### config.mk
export PLATFORM = sky130hd
export DESIGN_NAME = hr_node_multi
export DESIGN_NICKNAME = d
export VERILOG_FILES = /design/src/rtl/hr_node_multi.sv
export SDC_FILE = /design/constraint.sdc
export NUM_CORES = 1
export LEC_CHECK = 0
export ABC_CLOCK_PERIOD_IN_PS = 5230
export CORE_AREA = 2 2 452 454
export CTS_CLUSTER_SIZE = 30
export DETAILED_ROUTE_END_ITERATION = 8
export DIE_AREA = 0 0 454 456
export GPL_ROUTABILITY_DRIVEN = 0
export HOLD_SLACK_MARGIN = 0.08
export PLACE_DENSITY = 0.49
export SYNTH_ARGS = -nofsm -noshare
export SYNTH_HDL_FRONTEND = slang
export SYNTH_SLANG_ARGS = --single-unit
### constraint.sdc
create_clock -name clk -period 5.23 [get_ports clk]
set_input_delay 1.046 -clock clk [delete_from_list [all_inputs] [get_ports clk]]
set_output_delay 1.046 -clock clk [all_outputs]
set_load 0.05 [all_outputs]
### src/rtl/hr_node_multi.sv
// hr_node_multi: multi-channel hierarchical-ring stop. Each channel has a
// one-cycle ring pipeline register, local ejection and a small injection FIFO
// that fills free ring slots. Ring traffic always wins over injection.
module hr_node_multi #(
  parameter int unsigned          ADDR_W    = 4,
  parameter logic [ADDR_W-1:0]    ADDR      = 4'b0010,
  parameter int unsigned          FLIT_W    = 144,
  parameter int unsigned          CH        = 2,
  parameter int unsigned          INJ_DEPTH = 4
) (
  input  logic                   clk,
  input  logic                   rst,
  input  logic [CH*FLIT_W-1:0]   port_i,
  output logic [CH*FLIT_W-1:0]   port_o,
  input  logic [CH*FLIT_W-1:0]   port_local_i,
  output logic [CH*FLIT_W-1:0]   port_local_o,
  output logic [CH-1:0]          portl_ack
);

  localparam int unsigned PTR_W = $clog2(INJ_DEPTH);
  localparam int unsigned CNT_W = PTR_W + 1;

  for (genvar c = 0; c < CH; c++) begin : g_ch
    logic [FLIT_W-1:0] in_flit;
    logic [FLIT_W-1:0] loc_flit;
    logic [FLIT_W-1:0] mem_q [INJ_DEPTH];
    logic [PTR_W-1:0]  wr_ptr_q, wr_ptr_d;
    logic [PTR_W-1:0]  rd_ptr_q, rd_ptr_d;
    logic [CNT_W-1:0]  cnt_q, cnt_d;
    logic [FLIT_W-1:0] ring_q, ring_d;
    logic [FLIT_W-1:0] ej_q, ej_d;
    logic              eject, pass, empty, full, push, pop;

    assign in_flit  = port_i[c*FLIT_W +: FLIT_W];
    assign loc_flit = port_local_i[c*FLIT_W +: FLIT_W];

    // Slot arbitration, FIFO control and next-state of the output registers
    always_comb begin
      eject    = 1'b0;
      pass     = 1'b0;
      empty    = 1'b0;
      full     = 1'b0;
      push     = 1'b0;
      pop      = 1'b0;
      ring_d   = '0;
      ej_d     = '0;
      wr_ptr_d = wr_ptr_q;
      rd_ptr_d = rd_ptr_q;
      cnt_d    = cnt_q;

      eject = in_flit[0] && (in_flit[ADDR_W:1] == ADDR);
      pass  = in_flit[0] && !eject;
      empty = (cnt_q == '0);
      full  = (cnt_q == CNT_W'(INJ_DEPTH));
      // Full blocks accept even when a pop happens this cycle
      push  = loc_flit[0] && !full;
      pop   = !pass && !empty;

      if (pass) begin
        ring_d = in_flit;
      end else if (pop) begin
        ring_d = mem_q[rd_ptr_q];
      end
      if (eject) begin
        ej_d = in_flit;
      end

      if (push) begin
        wr_ptr_d = wr_ptr_q + PTR_W'(1);
      end
      if (pop) begin
        rd_ptr_d = rd_ptr_q + PTR_W'(1);
      end
      if (push && !pop) begin
        cnt_d = cnt_q + CNT_W'(1);
      end else if (pop && !push) begin
        cnt_d = cnt_q - CNT_W'(1);
      end
    end

    // Output flit registers and FIFO bookkeeping, cleared asynchronously
    always_ff @(posedge clk or negedge rst) begin
      if (!rst) begin
        ring_q   <= '0;
        ej_q     <= '0;
        wr_ptr_q <= '0;
        rd_ptr_q <= '0;
        cnt_q    <= '0;
      end else begin
        ring_q   <= ring_d;
        ej_q     <= ej_d;
        wr_ptr_q <= wr_ptr_d;
        rd_ptr_q <= rd_ptr_d;
        cnt_q    <= cnt_d;
      end
    end

    // FIFO storage; stale entries are unreachable once the pointers reset
    always_ff @(posedge clk) begin
      if (push) begin
        mem_q[wr_ptr_q] <= loc_flit;
      end
    end

    assign port_o[c*FLIT_W +: FLIT_W]       = ring_q;
    assign port_local_o[c*FLIT_W +: FLIT_W] = ej_q;
    assign portl_ack[c]                     = push;
  end

endmodule

==> impl_results.md <==
* Synth top area share at 56.2%
* Synthesized area at 61,500 um2
* CTS buffer count at 192
* Sequential area share after synthesis at 80.2%
* Met2 Track Usage GR at 33.8%
* Routed via count at 32.5k
* XOR/XNOR Fraction of Synth Area at 0.171%
* Switching Fraction at 32.9%
* Complex-gate fraction of the synthesized area at 4.17%
* First-pass GRT wire length at 282,000 um
* Per-cell routed wire length at 29.7 um
* Rel. slew slack at 34.8%
* Avg Inst Size Synth at 21.7 um2
* Initial DRC Count at 2,406
* Largest net degree at the start of global routing at 145
* Total GRT Usage at 19.7%
* Worst slew pin tran at 0.978 ns
* Cells along the critical path: clkdlybuf4s50_1 -> a21boi_1 -> buf_4 -> clkdlybuf4s50_1
* Post-synth ARST share at 33.9%
* Hold Vio Cnt, Final at 0
* Share of cells above drive strength 1 at 15.7%
* GRT overflow at 0
* Post-synth EDFFs at 1,152
* Reg clk slew, reported paths at 0.06 ns
* WS Path Type: input port to output pin
* RSZ-0062 raised after global routing: no
* # hold bufs at CTS at 0
* DR vias/cell at 4.67
* Worst r2r src: g_ch[0].cnt_q[0]$_DFFE_PN0P_
* Mapped Cells at 2,833
* Routed wire length at 206,000 um
* Sink Count at 1,742
* Final setup vio count at 0
* Worst Hold Class: input port to async pin
* Mux contribution to synthesized area at 10.6%
* Clk network pwr share at 29.6%
* Post-CTS Setup Bufs at 0
* Status: completed
* Largest family of logic cells by synthesized area: multiplexers
* GR Layer Usage met1 at 24.4%
* TritonRoute pass-1 iters at 5
* Synth-to-Final Area Change at 34.9%
* Post-synth top area cell: edfxtp_1
* CTS tree: done
* Row cnt at 165
* Sw power at 15.1 mW
* CP Capture Type: output pin
* Cell variety after synth at 26
* ANT nets after route at 0
* Met3 Resource Use GR at 5.34%
* Worst path slowest cell: clkdlybuf4s50_1
* Top post-synthesis cells by area: edfxtp_1 (56%), dfrtp_1 (24%), mux4_2 (11%), a22o_1 (4.1%), and2_1 (2.9%)
* DP Wirelength at 146,000 um
* Top_reg_cell synth: edfxtp_1
* Final #Nets at 4,681
* Post-Layout Cell Count at 6,953
* Initial antenna violation count at 86
* Period utilisation layout at 76.1%
* CP startpoint kind: input port
* Internal at 30.8 mW
* Max stage delay on crit path at 0.98 ns
* Htree depth at 4
* Ys Warns at 0
* Critical Path Start: port_local_i[144]
* Cell Pwr Density at 552 nW/um2
* Placed insts at 6,569
* Core ar. at 202,000 um2
* Sum Neg Setup Slack at 0 ns
* PostCTS Resize Cnt at 0
* Yosys reg bits at 1,742
* Largest delay share family, worst path: buffers and inverters
* Final Slew Violations at 0
* Arrival time worst endpoint at 2.93 ns
* Buffers & Inverters on Critical Path at 3
* DRC at 0
* Total power draw at 45.8 mW
* Die extent in y at 456 um
* Top Ports at 1,156
* Worst vdd ir at 0.000297 V
* Leak at 30.3 nW
* Die W at 454 um
* Area share of fa/ha/maj cells after synthesis at 0.268%
* CP max FO at 8
* Clock latency on the worst-skew pair at 0.83 ns
* Sequential Power Share at 41.2%
* Die area at 207,000 um2
* Crit-path most repeated cell: clkdlybuf4s50_1
* FMAX at 251 MHz
* Max Root-Sink Buffers at 3
* Simple-Gate Fraction of Synth Area at 3.09%
* Worst Clk Skew at 0.0329 ns
* Root Buffer: clkbuf_16
* Maxcap violations at 0
* Vias in the first global route at 33.8k
* Final min period at 3.98 ns
* Gr busiest metal: met2
* Initial Util at 30.5%
* Combinational power share at 29.2%
* IO Port Bufs at 1,155
* Worst path required time at 4.18 ns
-- routing by layer --
metal / vias up / wire length, um
met5: - / 61
met4: 10 / 5120
met3: 321 / 12800
met2: 1005 / 106000
met1: 17400 / 82100
li1: 13700 / -
-- state kept, by name (all words and copies together) (netlist names) --
| signal | cells |
|---|---|
| g_ch.ring_q | 288 |
| g_ch.rd_ptr_q | 4 |
| g_ch.cnt_q | 6 |
| g_ch.mem_q | 1152 |
| g_ch.ej_q | 288 |
| g_ch.wr_ptr_q | 4 |
-- metrics by stage --
stage                     area, um2  hold WS [ns]  worst slack, ns  util, %
after floorplan               61500         0.476             1.49        -
after global placement        76600         0.510             1.25     38.0
after detailed placement      76600         0.511             1.17     38.0
after CTS                     83000         0.218             1.26     41.1
after global routing          83000         0.235             1.16     41.2
final                         83000         0.256             1.25     41.2
-- worst reg2reg max path: stages, from the launching register on --
cell and delay [ns]:
dfrtp_1 0.45, nor2_1 0.17, a21boi_1 0.25, buf_4 0.25, and2_4 0.64, buf_4 0.47
-- area by class of cell --
type                    instances  area [um2]
flip-flops and latches       1742       49400
diodes                         22        55.1
clock inverters               104        1000
inverters                      12        45.0
fillers                     18100      119000
multi-input cells             922       11300
clock buffers                 258        5380
well taps                    2672        3340
repair buffers               1221       12500
-- cells by family (layout without fill, tap and decap cells) --
| family | count (synthesis) | after routing |
|---|---|---|
| flops | 1742 | 1742 |
| simple gates | 308 | 308 |
| compound gates | 292 | 292 |
| mux | 292 | 292 |
| buf+inv | 174 | 1595 |
| fa+ha+maj | 12 | 12 |
| xor+xnor | 12 | 12 |
| other cells | 1 | 28 |
-- synth_stat cells (all sizes together) (4+ instances only) --
library cell  count
xor2              6
edfxtp         1152
xnor2             6
a22o            286
mux2              4
clkbuf           96
and2            288
nand2             6
buf              66
nor2              8
ha               10
inv              12
dfrtp           590
mux4            288
-- path summary, 6_finish.rpt --
check	to	slack, ns	cells after the start
max reg2reg	g_ch[0].mem_q[1][3]$_DFFE_PP_	2.67	5
max	portl_ack[1]	1.25	4
min reg2reg	g_ch[1].cnt_q[2]$_DFFE_PN0P_	0.52	1
max in group asynchronous	g_ch[1].ej_q[39]$_DFF_PN0_	3.64	2
min in group clk	g_ch[1].cnt_q[2]$_DFFE_PN0P_	0.52	1
min	g_ch[1].ej_q[91]$_DFF_PN0_	0.26	1
-- power groups by stage --
stage                     clock (mW)  sequential (mW)  combinational (mW)
after global routing            14.4             19.1                14.1
after global placement             0             19.1                13.7
final                           13.6             18.9                13.4
after floorplan                    0             21.6                5.35
after CTS                       13.9             18.9                13.8
after detailed placement           0             19.2                13.7
-- layout by cell type, fill, tap and decap left out, types with 12 or more instances in the layout --
| cell type | count |
|---|---|
| buf_12 | 34 |
| diode_2 | 22 |
| dfrtp_1 | 586 |
| buf_4 | 32 |
| and2_1 | 278 |
| clkinv_1 | 28 |
| inv_1 | 12 |
| clkbuf_16 | 199 |
| clkbuf_1 | 41 |
| clkdlybuf4s50_1 | 1154 |
| a22o_1 | 286 |
| bufinv_16 | 15 |
| edfxtp_1 | 1152 |
| mux4_2 | 288 |
| clkbuf_8 | 18 |
| clkinv_2 | 44 |
(Power assumes the default switching activity.)
==> variant, RTL diff (same settings) <==
The parameter `ADDR_W` goes from 4 to 3.
--- a/src/rtl/hr_node_multi.sv
+++ b/src/rtl/hr_node_multi.sv
@@ -2,7 +2,7 @@
 // one-cycle ring pipeline register, local ejection and a small injection FIFO
 // that fills free ring slots. Ring traffic always wins over injection.
 module hr_node_multi #(
-  parameter int unsigned          ADDR_W    = 4,
+  parameter int unsigned          ADDR_W    = 3,
   parameter logic [ADDR_W-1:0]    ADDR      = 4'b0010,
   parameter int unsigned          FLIT_W    = 144,
   parameter int unsigned          CH        = 2,
Check against the original RTL: not settled (the Yosys comparison gave no result); the edit may change what the design does.
==> variant against the original RTL <==
- wire length is 1.5% lower
- hold slack got worse by 32 ps
- critical path type unchanged
- utilization decreased by 0.063 points
- final cell count grew 0.20%
- cell area decreased by 0.15%
- non-clock buffer count grew 11
- setup slack gained 100 ps
- sequential cell count unchanged
- synthesized area is essentially flat
- total power increased by 0.46%
==> variant: results (changes against the original RTL) <==
Layout
  – Clock network area share: 7.48% (-0.21 points)
  – Number of clock buffers in the layout: 286 (+11%)
  – Signal buf overhead: 15.1% (+0.077 points)
  – Number of inserted diodes: 26 (+18%)
  – Share of layout cells above drive strength 1: 15.6% (-0.084 points)

Worst setup path
  – Worst r2r src: g_ch[1].rd_ptr_q[0]
  – RR Endpoint: g_ch[1].ring_q[72]
  – FF-to-FF setup slack: 2750 ps (+80 ps)
  – CP arrival: 2830 ps (-100 ps)

Placed design
  – Cell Area, Placed: 76600 um^2 (about the same)
  – Cells after DPL: 6580 (+0.17%)

Power
  – Leak Pwr: 30.2 nW (-0.19%)
  – Peak VDD IR: 0.358 mV (+21%)

Drt
  – Initial drt markers: 2414 (+0.33%)
  – Vias: 32300 (-0.45%)
  – Post-DR wirelength/cell: 29.2 um (-1.7%)

Yosys
  – Largest cells by area after synthesis: edfxtp_1, dfrtp_1, mux4_2
  – Post-Synth Adder-Cell Area: 0.268% (about the same)
  – Cells after Synth: 2835 (+0.071%)
  – Cell Area, Synth: 61600 um^2 (about the same)
  – Top cells by count, synth: edfxtp_1, dfrtp_1, and2_1
  – Post-synthesis xor/xnor area fraction: 0.171% (about the same)
  – Part of the Yosys area used for sequential elements: 80.2% (about the same)

Timing
  – Skew final: 35.1 ps (+2.20 ps)
  – Worst-margin pin slew: 1080 ps (+101 ps)
  – Worst hold slack: 224 ps (-31.8 ps)

Status
  – Status: complete, no violations

GRT
  – Initial antenna violation count: 82 (-4.7%)
  – First-pass GRT wire length: 279000 um (-1.2%)
## variant: changes by cell type in the layout (fill, tap and decap cells not counted), sizes merged, moves of 4 or more
| cell | delta |
|---|---|
| clkbuf | +28 |
| clkinv | -28 |
| buf | +11 |
| bufinv | -8 |
| inv | +5 |
| diode | +4 |
## variant: report_power, final
part / internal [mW] / leakage (nW) / switching (mW)
Clock: 7.68 / 3.03 / 5.54
Combinational: 5.32 / 9.03 / 8.52
Sequential: 17.7 / 18.2 / 1.28
Total: 30.7 / 30.2 / 15.3
## variant: worst max-delay path, stage by stage
cell	delay, ps
clkdlybuf4s50_1	560
a21boi_1	180
buf_4	180
clkdlybuf4s50_1	850
## variant: worst max-delay path by stage
| stage | start | endpoint | slack (ps) |
|---|---|---|---|
| after detailed placement | port_local_i[0] | portl_ack[0] | 1330 |
| after CTS | port_local_i[0] | portl_ack[0] | 1330 |
| after floorplan | port_local_i[0] | g_ch[0].mem_q[0][0] | 1490 |
| final | port_local_i[0] | portl_ack[0] | 1350 |
| after global placement | port_local_i[0] | portl_ack[0] | 1290 |
| after global routing | port_local_i[144] | portl_ack[1] | 1240 |
## variant: routing by layer
layer  vias to the layer above  global-route usage (%)  share of wire [%]
met4                         4                    4.78                2.3
met3                       328                    4.78                5.7
met2                       963                    32.8                 51
li1                      13800                       -                  -
met1                     17300                    24.8                 41
met5                         -                       0              0.012
## variant: kinds of logic after synthesis
logic type,count (synthesis)
buffers and inverters,174
muxes,292
other,1
DFF,1742
and+or+nand+nor,310
xor gates and xnor gates,12
AOI/OAI and AO/OA,292
adders and majority gates,12
